--- config.mk ---
export PLATFORM = sky130hd
export DESIGN_NAME = sync_up_counter_flat
export DESIGN_NICKNAME = d
export VERILOG_FILES = /design/src/rtl/sync_up_counter_if.sv /design/src/rtl/sync_up_counter.sv /design/src/flat_wrapper.sv
export SDC_FILE = /design/constraint.sdc
export NUM_CORES = 1
export LEC_CHECK = 0
export CORE_AREA = 2 2 39 41
export DETAILED_ROUTE_END_ITERATION = 8
export DIE_AREA = 0 0 41 43
export PLACE_DENSITY_LB_ADDON = 0.12
export SLEW_MARGIN = 20
export SYNTH_ARGS = -nofsm -noshare
export SYNTH_HDL_FRONTEND = slang
export SYNTH_SLANG_ARGS = --single-unit
--- constraint.sdc ---
create_clock -name clock -period 2.6 [get_ports clock]
set_clock_uncertainty 0.15 [all_clocks]
set_input_delay 0.52 -clock clock [delete_from_list [all_inputs] [get_ports clock]]
set_output_delay 0.52 -clock clock [all_outputs]
set_load 0.03 [all_outputs]
--- src/rtl/sync_up_counter_if.sv ---
// Control/status bundle for sync_up_counter.
// The master drives the controls and the slave (the counter) drives the status.
interface sync_up_counter_if #(
  parameter int WIDTH = 4
);
  logic             en;
  logic             clr;
  logic             load;
  logic [WIDTH-1:0] load_val;
  logic [WIDTH-1:0] max_val;
  logic [WIDTH-1:0] out;
  logic             tc;
  logic             wrap;
  logic             ovf;

  modport master (
    output en, clr, load, load_val, max_val,
    input  out, tc, wrap, ovf
  );

  modport slave (
    input  en, clr, load, load_val, max_val,
    output out, tc, wrap, ovf
  );
endinterface

--- src/rtl/sync_up_counter.sv ---
// Loadable, programmable-modulus up counter with terminal-count, wrap and sticky overflow flags.
// Build macro SYNC_UP_COUNTER_SATURATE_EN selects saturating mode instead of wrapping.
module sync_up_counter #(
  parameter int WIDTH = 4
) (
  input  logic              clock,
  input  logic              reset,
  sync_up_counter_if.slave  bus
);

  typedef enum logic [1:0] {
    OP_IDLE,
    OP_COUNT,
    OP_LOAD,
    OP_CLEAR
  } op_e;

  op_e              op;
  logic             at_term;
  logic [WIDTH-1:0] out_q, out_d;
  logic             ovf_q, ovf_d;
`ifndef SYNC_UP_COUNTER_SATURATE_EN
  logic             wrap_q, wrap_d;
`endif

  // At or past the terminal value; an over-range load also counts as terminal.
  assign at_term = (out_q >= bus.max_val);

  // NOTE: every always_comb output gets a default first, so no path can infer a latch.
  always_comb begin
    op = OP_IDLE;
    if (bus.clr)       op = OP_CLEAR;
    else if (bus.load) op = OP_LOAD;
    else if (bus.en)   op = OP_COUNT;
  end

  always_comb begin
    out_d  = out_q;
    ovf_d  = ovf_q;
`ifndef SYNC_UP_COUNTER_SATURATE_EN
    wrap_d = 1'b0;
`endif
    case (op)
      OP_CLEAR: begin
        out_d = '0;
        ovf_d = 1'b0;
      end
      OP_LOAD: out_d = bus.load_val;
      OP_COUNT: begin
        if (at_term) begin
          ovf_d  = 1'b1;
`ifdef SYNC_UP_COUNTER_SATURATE_EN
          out_d  = bus.max_val;
`else
          out_d  = '0;
          wrap_d = 1'b1;
`endif
        end else begin
          out_d = out_q + WIDTH'(1);
        end
      end
      default: ;
    endcase
  end

  // NOTE: state registers use non-blocking assignments so every flop samples pre-edge values.
  always_ff @(posedge clock or negedge reset) begin
    if (!reset) begin
      out_q <= '0;
      ovf_q <= 1'b0;
    end else begin
      out_q <= out_d;
      ovf_q <= ovf_d;
    end
  end

`ifdef SYNC_UP_COUNTER_SATURATE_EN
  assign bus.wrap = 1'b0;
`else
  always_ff @(posedge clock or negedge reset) begin
    if (!reset) wrap_q <= 1'b0;
    else        wrap_q <= wrap_d;
  end

  assign bus.wrap = wrap_q;
`endif

  assign bus.out = out_q;
  assign bus.ovf = ovf_q;
  assign bus.tc  = at_term;

endmodule

--- src/flat_wrapper.sv ---
// flat-port wrapper written by rule: the top's interface ports become plain ports
module sync_up_counter_flat 
#(
  parameter int WIDTH = 4
)
  (clock, reset, bus_en, bus_clr, bus_load, bus_load_val, bus_max_val, bus_out, bus_tc, bus_wrap, bus_ovf);
  sync_up_counter_if #(.WIDTH(WIDTH)) bus_i ();
  input  logic clock;
  input  logic reset;
  input wire logic [$bits(bus_i.en)-1:0] bus_en;
  input wire logic [$bits(bus_i.clr)-1:0] bus_clr;
  input wire logic [$bits(bus_i.load)-1:0] bus_load;
  input wire logic [$bits(bus_i.load_val)-1:0] bus_load_val;
  input wire logic [$bits(bus_i.max_val)-1:0] bus_max_val;
  output wire logic [$bits(bus_i.out)-1:0] bus_out;
  output wire logic [$bits(bus_i.tc)-1:0] bus_tc;
  output wire logic [$bits(bus_i.wrap)-1:0] bus_wrap;
  output wire logic [$bits(bus_i.ovf)-1:0] bus_ovf;
  assign bus_i.en = bus_en;
  assign bus_i.clr = bus_clr;
  assign bus_i.load = bus_load;
  assign bus_i.load_val = bus_load_val;
  assign bus_i.max_val = bus_max_val;
  assign bus_out = bus_i.out;
  assign bus_tc = bus_i.tc;
  assign bus_wrap = bus_i.wrap;
  assign bus_ovf = bus_i.ovf;
  sync_up_counter #(.WIDTH(WIDTH)) u_core (.clock(clock), .reset(reset), .bus(bus_i));
endmodule
Word-level counts from Yosys, hierarchy flattened
Cells that the tools add are included.
Widths: inputs -> output; s select.

word-level totals
  memories = 0
  bits in read-only memories = 0
  bits in latches = 0
  output and inout port bits = 7
  RAM bits = 0
  bits of input ports = 13
  flip-flop bits (word level) = 6

operators by class
  reductions and logical operators = 3
  bitwise gates (word level) = 0
  multipliers = 0
  magnitude comparators = 1
  equal/unequal tests = 4
  div/mod/pow operators = 0
  add/sub/neg operators = 1
  muxes and demuxes = 9
  shifts and indexed selects = 0

operators by type and width
  cell                 count
  $pmux 4 s3           1
  $add 4x1->4 const B  1
  $eq 2x2->1 const B   2
  $ge 4x4->1           1
  $mux 1               4
  $mux 2               2
  $mux 4               1
  $reduce_bool 3->1    1
  $eq 2x1->1 const B   1
  $ne 2x2->1 const B   1
  $pmux 1 s2           1
  $reduce_and 2->1     1
  $reduce_bool 2->1    1

Depth between registers and ports, before layout
Gate-level depths: netlist (run 1).

  depth after elaboration = 6
  mapped depth = 7
  gate-level depth less buffers = 7

Worst setup path after synthesis (run 1)
No wires, ideal clock.

  path type = register -> output
  start = register u_core.out_q[0] (netlist: u_core.bus.out[0])
  end = output bus_tc
  data arrival time = 1.387 ns
  stages on the path, launching flop included = 5
  buffers on the path = 0
  slack = 0.543 ns
  cell sequence = dfrtp_1 inv_1 ha_1 nor3b_2 o21ai_2

on the way
  cells in the longest elaborated chain, start to end = 1

ends and longest elaborated chain
  element                   line                   text
  start: declaration        sync_up_counter.sv:20  logic [WIDTH-1:0] out_q, out_d;
  start signal: assignment  sync_up_counter.sv:72  out_q <= out_d;
  $ge 4x4->1                sync_up_counter.sv:27  assign at_term = (out_q >= bus.max_val);
  end: declaration          flat_wrapper.sv:16     output wire logic [$bits(bus_i.tc)-1:0] bus_tc;

No other way between the ends.

Worst setup path in the final report (run 1)
  start = input bus_max_val[3]
  end = output bus_tc

on the way
  cells in the longest elaborated chain, start to end = 1

ends and longest elaborated chain
  element             line                   text
  start: declaration  flat_wrapper.sv:14     input wire logic [$bits(bus_i.max_val)-1:0] bus_max_val;
  $ge 4x4->1          sync_up_counter.sv:27

No other way between the ends.

==> results.cfg, run 1 <==
[clock_network]
clk_latency_ns = 0.25
cts_tree = done
numClockSinks = 6
cts_hold_repair.buffers = 0
postCtsSetupBuffers = 0
cts_resized = 0
clock-root-buffer = clkbuf_4
clkTransAtPathRegs_ns = 0.05
bufs_on_longest_clock_path = 2
total_cts_buffers = 3
clock_tree.htree_level_count = 1

[drt]
totalWireLength_um = 1070
detail_route.vias_per_cell = 5.06
first_iter_violations = 8
drc_errors = 0
drt-pass1-iter-count = 3
wl_per_cell_um = 11.4
ant_nets = 0
dr_total_vias = 476

[job]
max-cap-violations = 0

[die]
core_region_area_mm2 = 0.00138
die_h_um = 43
initial_utilization_pct = 38.6
floorplan.die_area_mm2 = 0.00176
die_w_um = 41
num_rows = 14
top_level_ports = 20

[setup_path]
critPathKind = input pin to output pin
worstSetupStartpointType = input pin
startpoint = bus_max_val[3]
data_required_time_of_the_worst_path_ns = 1.93
arrival_ns = 1.86
worstPathMaxFanout = 3
critical_path_buf_inv_count = 3
path_delay_family = buffers and inverters
rr_startpoint = u_core.bus.out[0]
crit_slowest_cell = clkdlybuf4s50_1
timing.critical_path.to_type = output pin
worst_path_largest_cell_delay_ns = 0.45
critical_path.cell_chain = clkdlybuf4s50_1 > inv_1 > ha_1 > a21oi_1 > o21ai_2 > buf_4

[power]
ir_drop_v = 0.000157
power.static_leakage_nw = 0.359
power_density_mw_per_mm2 = 373
total_power_mw = 0.288

[timing]
fin_crit_ns = 2.53
max_slew_margin_pct = 79.6
timing_max_transition_violations_final = 0
setup_viol_count_final = 0
fmax_mhz = 395
hold_viol_final = 0
totalNegativeSetupSlack_ns = 0
post-route-period-util_pct = 97.3
setup_repair_after_global_routing_missed_its_margin = false
timing.final.ws_setup_ns = 0.0691
worstMarginPinSlew_ns = 0.306

[logic_synthesis]
syn_nets = 77
main_combinational_cell_family_by_area_after_synthesis = compound AO/OA/AOI/OAI gates
synth_simple_gate_area_share_pct = 18.5
ys_ff_latch = 6
synth_largest_area_cell = dfrtp_1
yosys-top-cells-area = dfrtp_1 28%, ha_1 21%, inv_1 6.3%
synth_fa_ha_area_share_pct = 21.1
synth_compound_area_share_pct = 21.3
synth-seq-area-share_pct = 28.1
post_synth_num_cell_types = 23
synthesized_instance_count = 55
number_of_warnings_printed_during_yosys_synthesis = 0
yosys.area.top_type_share_pct = 28.1
syn-cell-area_um2 = 534
synth_mux_area_share_pct = 4.68
yosys.area_share.xor_xnor_pct = 0
syn-mean-instance-area_um2 = 9.71

[final_layout]
flow.area_growth_from_synthesis_pct = 44.5
multiInputGateArea_um2 = 350
ant_cells = 0
filler_cell_count = 129
finalNonFillerCells = 94
layout.cells.most_common = clkdlybuf4s50_1
final_layout_size_suffix_gt1_share_pct = 16.7
layout.cell_area.non_filler_um2 = 772
final-seq-area_um2 = 150
fin_nets = 102
most-common-layout-cells = 18 x clkdlybuf4s50_1, 9 x inv_1, 9 x ha_1, 6 x dfrtp_1, 5 x a21oi_1

[global_route]
grt_antenna_before_repair = 0
grt_max_degree = 10
grt_remaining_overflow = 0
global_route_wire_length_before_repair_um = 1730
grt_pass1_vias = 440
track_usage_pct = 14.3

[worst_hold_path]
timing.hold.worst.class = input pin to asynchronous set/reset pin

[placement]
global_placement_routability_congestion = 0.764
port-buffer-count = 19
dp.final_hpwl_um = 840
placedInstanceArea_um2 = 749
place_inst = 91
pre_cts_slack_ns = 0.0818

[outcome]
run_status = finished clean
==> state kept, by name, indices dropped and copies added (netlist names) <==
name             cells
u_core.bus.out       4
u_core.bus.ovf       1
u_core.bus.wrap      1
==> path summary, 6_finish.rpt <==
| check | to | slack, ns | depth (start not counted) |
|---|---|---|---|
| max | bus_tc | 0.07 | 6 |
| min | u_core.bus.out[3] | 0.36 | 1 |
| max reg2reg | u_core.bus.out[2] | 0.73 | 6 |
| min reg2reg | u_core.bus.ovf | 0.41 | 2 |
| max in group asynchronous | u_core.bus.ovf | 1.73 | 1 |
| min in group clock | u_core.bus.ovf | 0.41 | 2 |
==> Yosys cell counts <==
library cell,number
o21ai_0,1
inv_1,9
mux2i_1,1
dfrtp_1,6
o21ai_1,2
nand2_1,1
nand3_2,1
nor3b_2,1
o41ai_2,1
o21ai_2,1
ha_1,9
o2111ai_1,1
and2_1,2
a2bb2oi_1,1
nand2b_1,2
o211ai_2,1
nor2_1,3
mux2_4,1
nor4bb_1,3
a21oi_1,5
a31oi_1,1
o31ai_2,1
or2_2,1
==> kinds of logic (layout without fill, tap and decap cells) <==
group / after synthesis / in the layout
adder cells (fa/ha/maj): 9 / 9
buffers and inverters: 9 / 32
multiplexers: 2 / 2
AND/OR/NAND/NOR: 14 / 14
AO/OA/AOI/OAI: 15 / 15
flip-flops: 6 / 6
==> metal layers <==
layer  GRT usage (%)  routed length (um)  up-vias
li1                -                   -      244
met1            20.2                 519      217
met2            20.3                 496       13
met3            1.57                  47        2
met4            8.00                   8        0
met5               0                   0        -
==> metrics by stage <==
step	hold slack, ns	utilization, %
after floorplan	0.0744	-
after global placement	0.413	54.2
after detailed placement	0.402	54.2
after CTS	0.369	55.8
after global routing	0.373	55.8
final	0.363	55.8
==> cell type report <==
cell class	count	share of cell area [%]
inverter	9	4.38
clock buffer	3	2.92
tap	16	2.59
multi-input combinational	40	45.4
timing repair buffer	20	25.3
sequential	6	19.4
==> power breakdown <==
group          total, mW  internal [mW]  switching, mW
registers          0.105         0.0981        0.00663
clock network     0.0877         0.0523         0.0354
logic             0.0958         0.0487         0.0471
No activity file was read; power rests on OpenSTA's default activity.
==> run 2, diff against run 1 <==
--- a/config.mk
+++ b/config.mk
@@ -8,6 +8,7 @@
 export CORE_AREA = 2 2 39 41
 export DETAILED_ROUTE_END_ITERATION = 8
 export DIE_AREA = 0 0 41 43
+export GPL_ROUTABILITY_DRIVEN = 0
 export PLACE_DENSITY_LB_ADDON = 0.12
 export SLEW_MARGIN = 20
 export SYNTH_ARGS = -nofsm -noshare
==> results of run 2 <==
Final layout, timing and power as in run 1 (identical DEF).
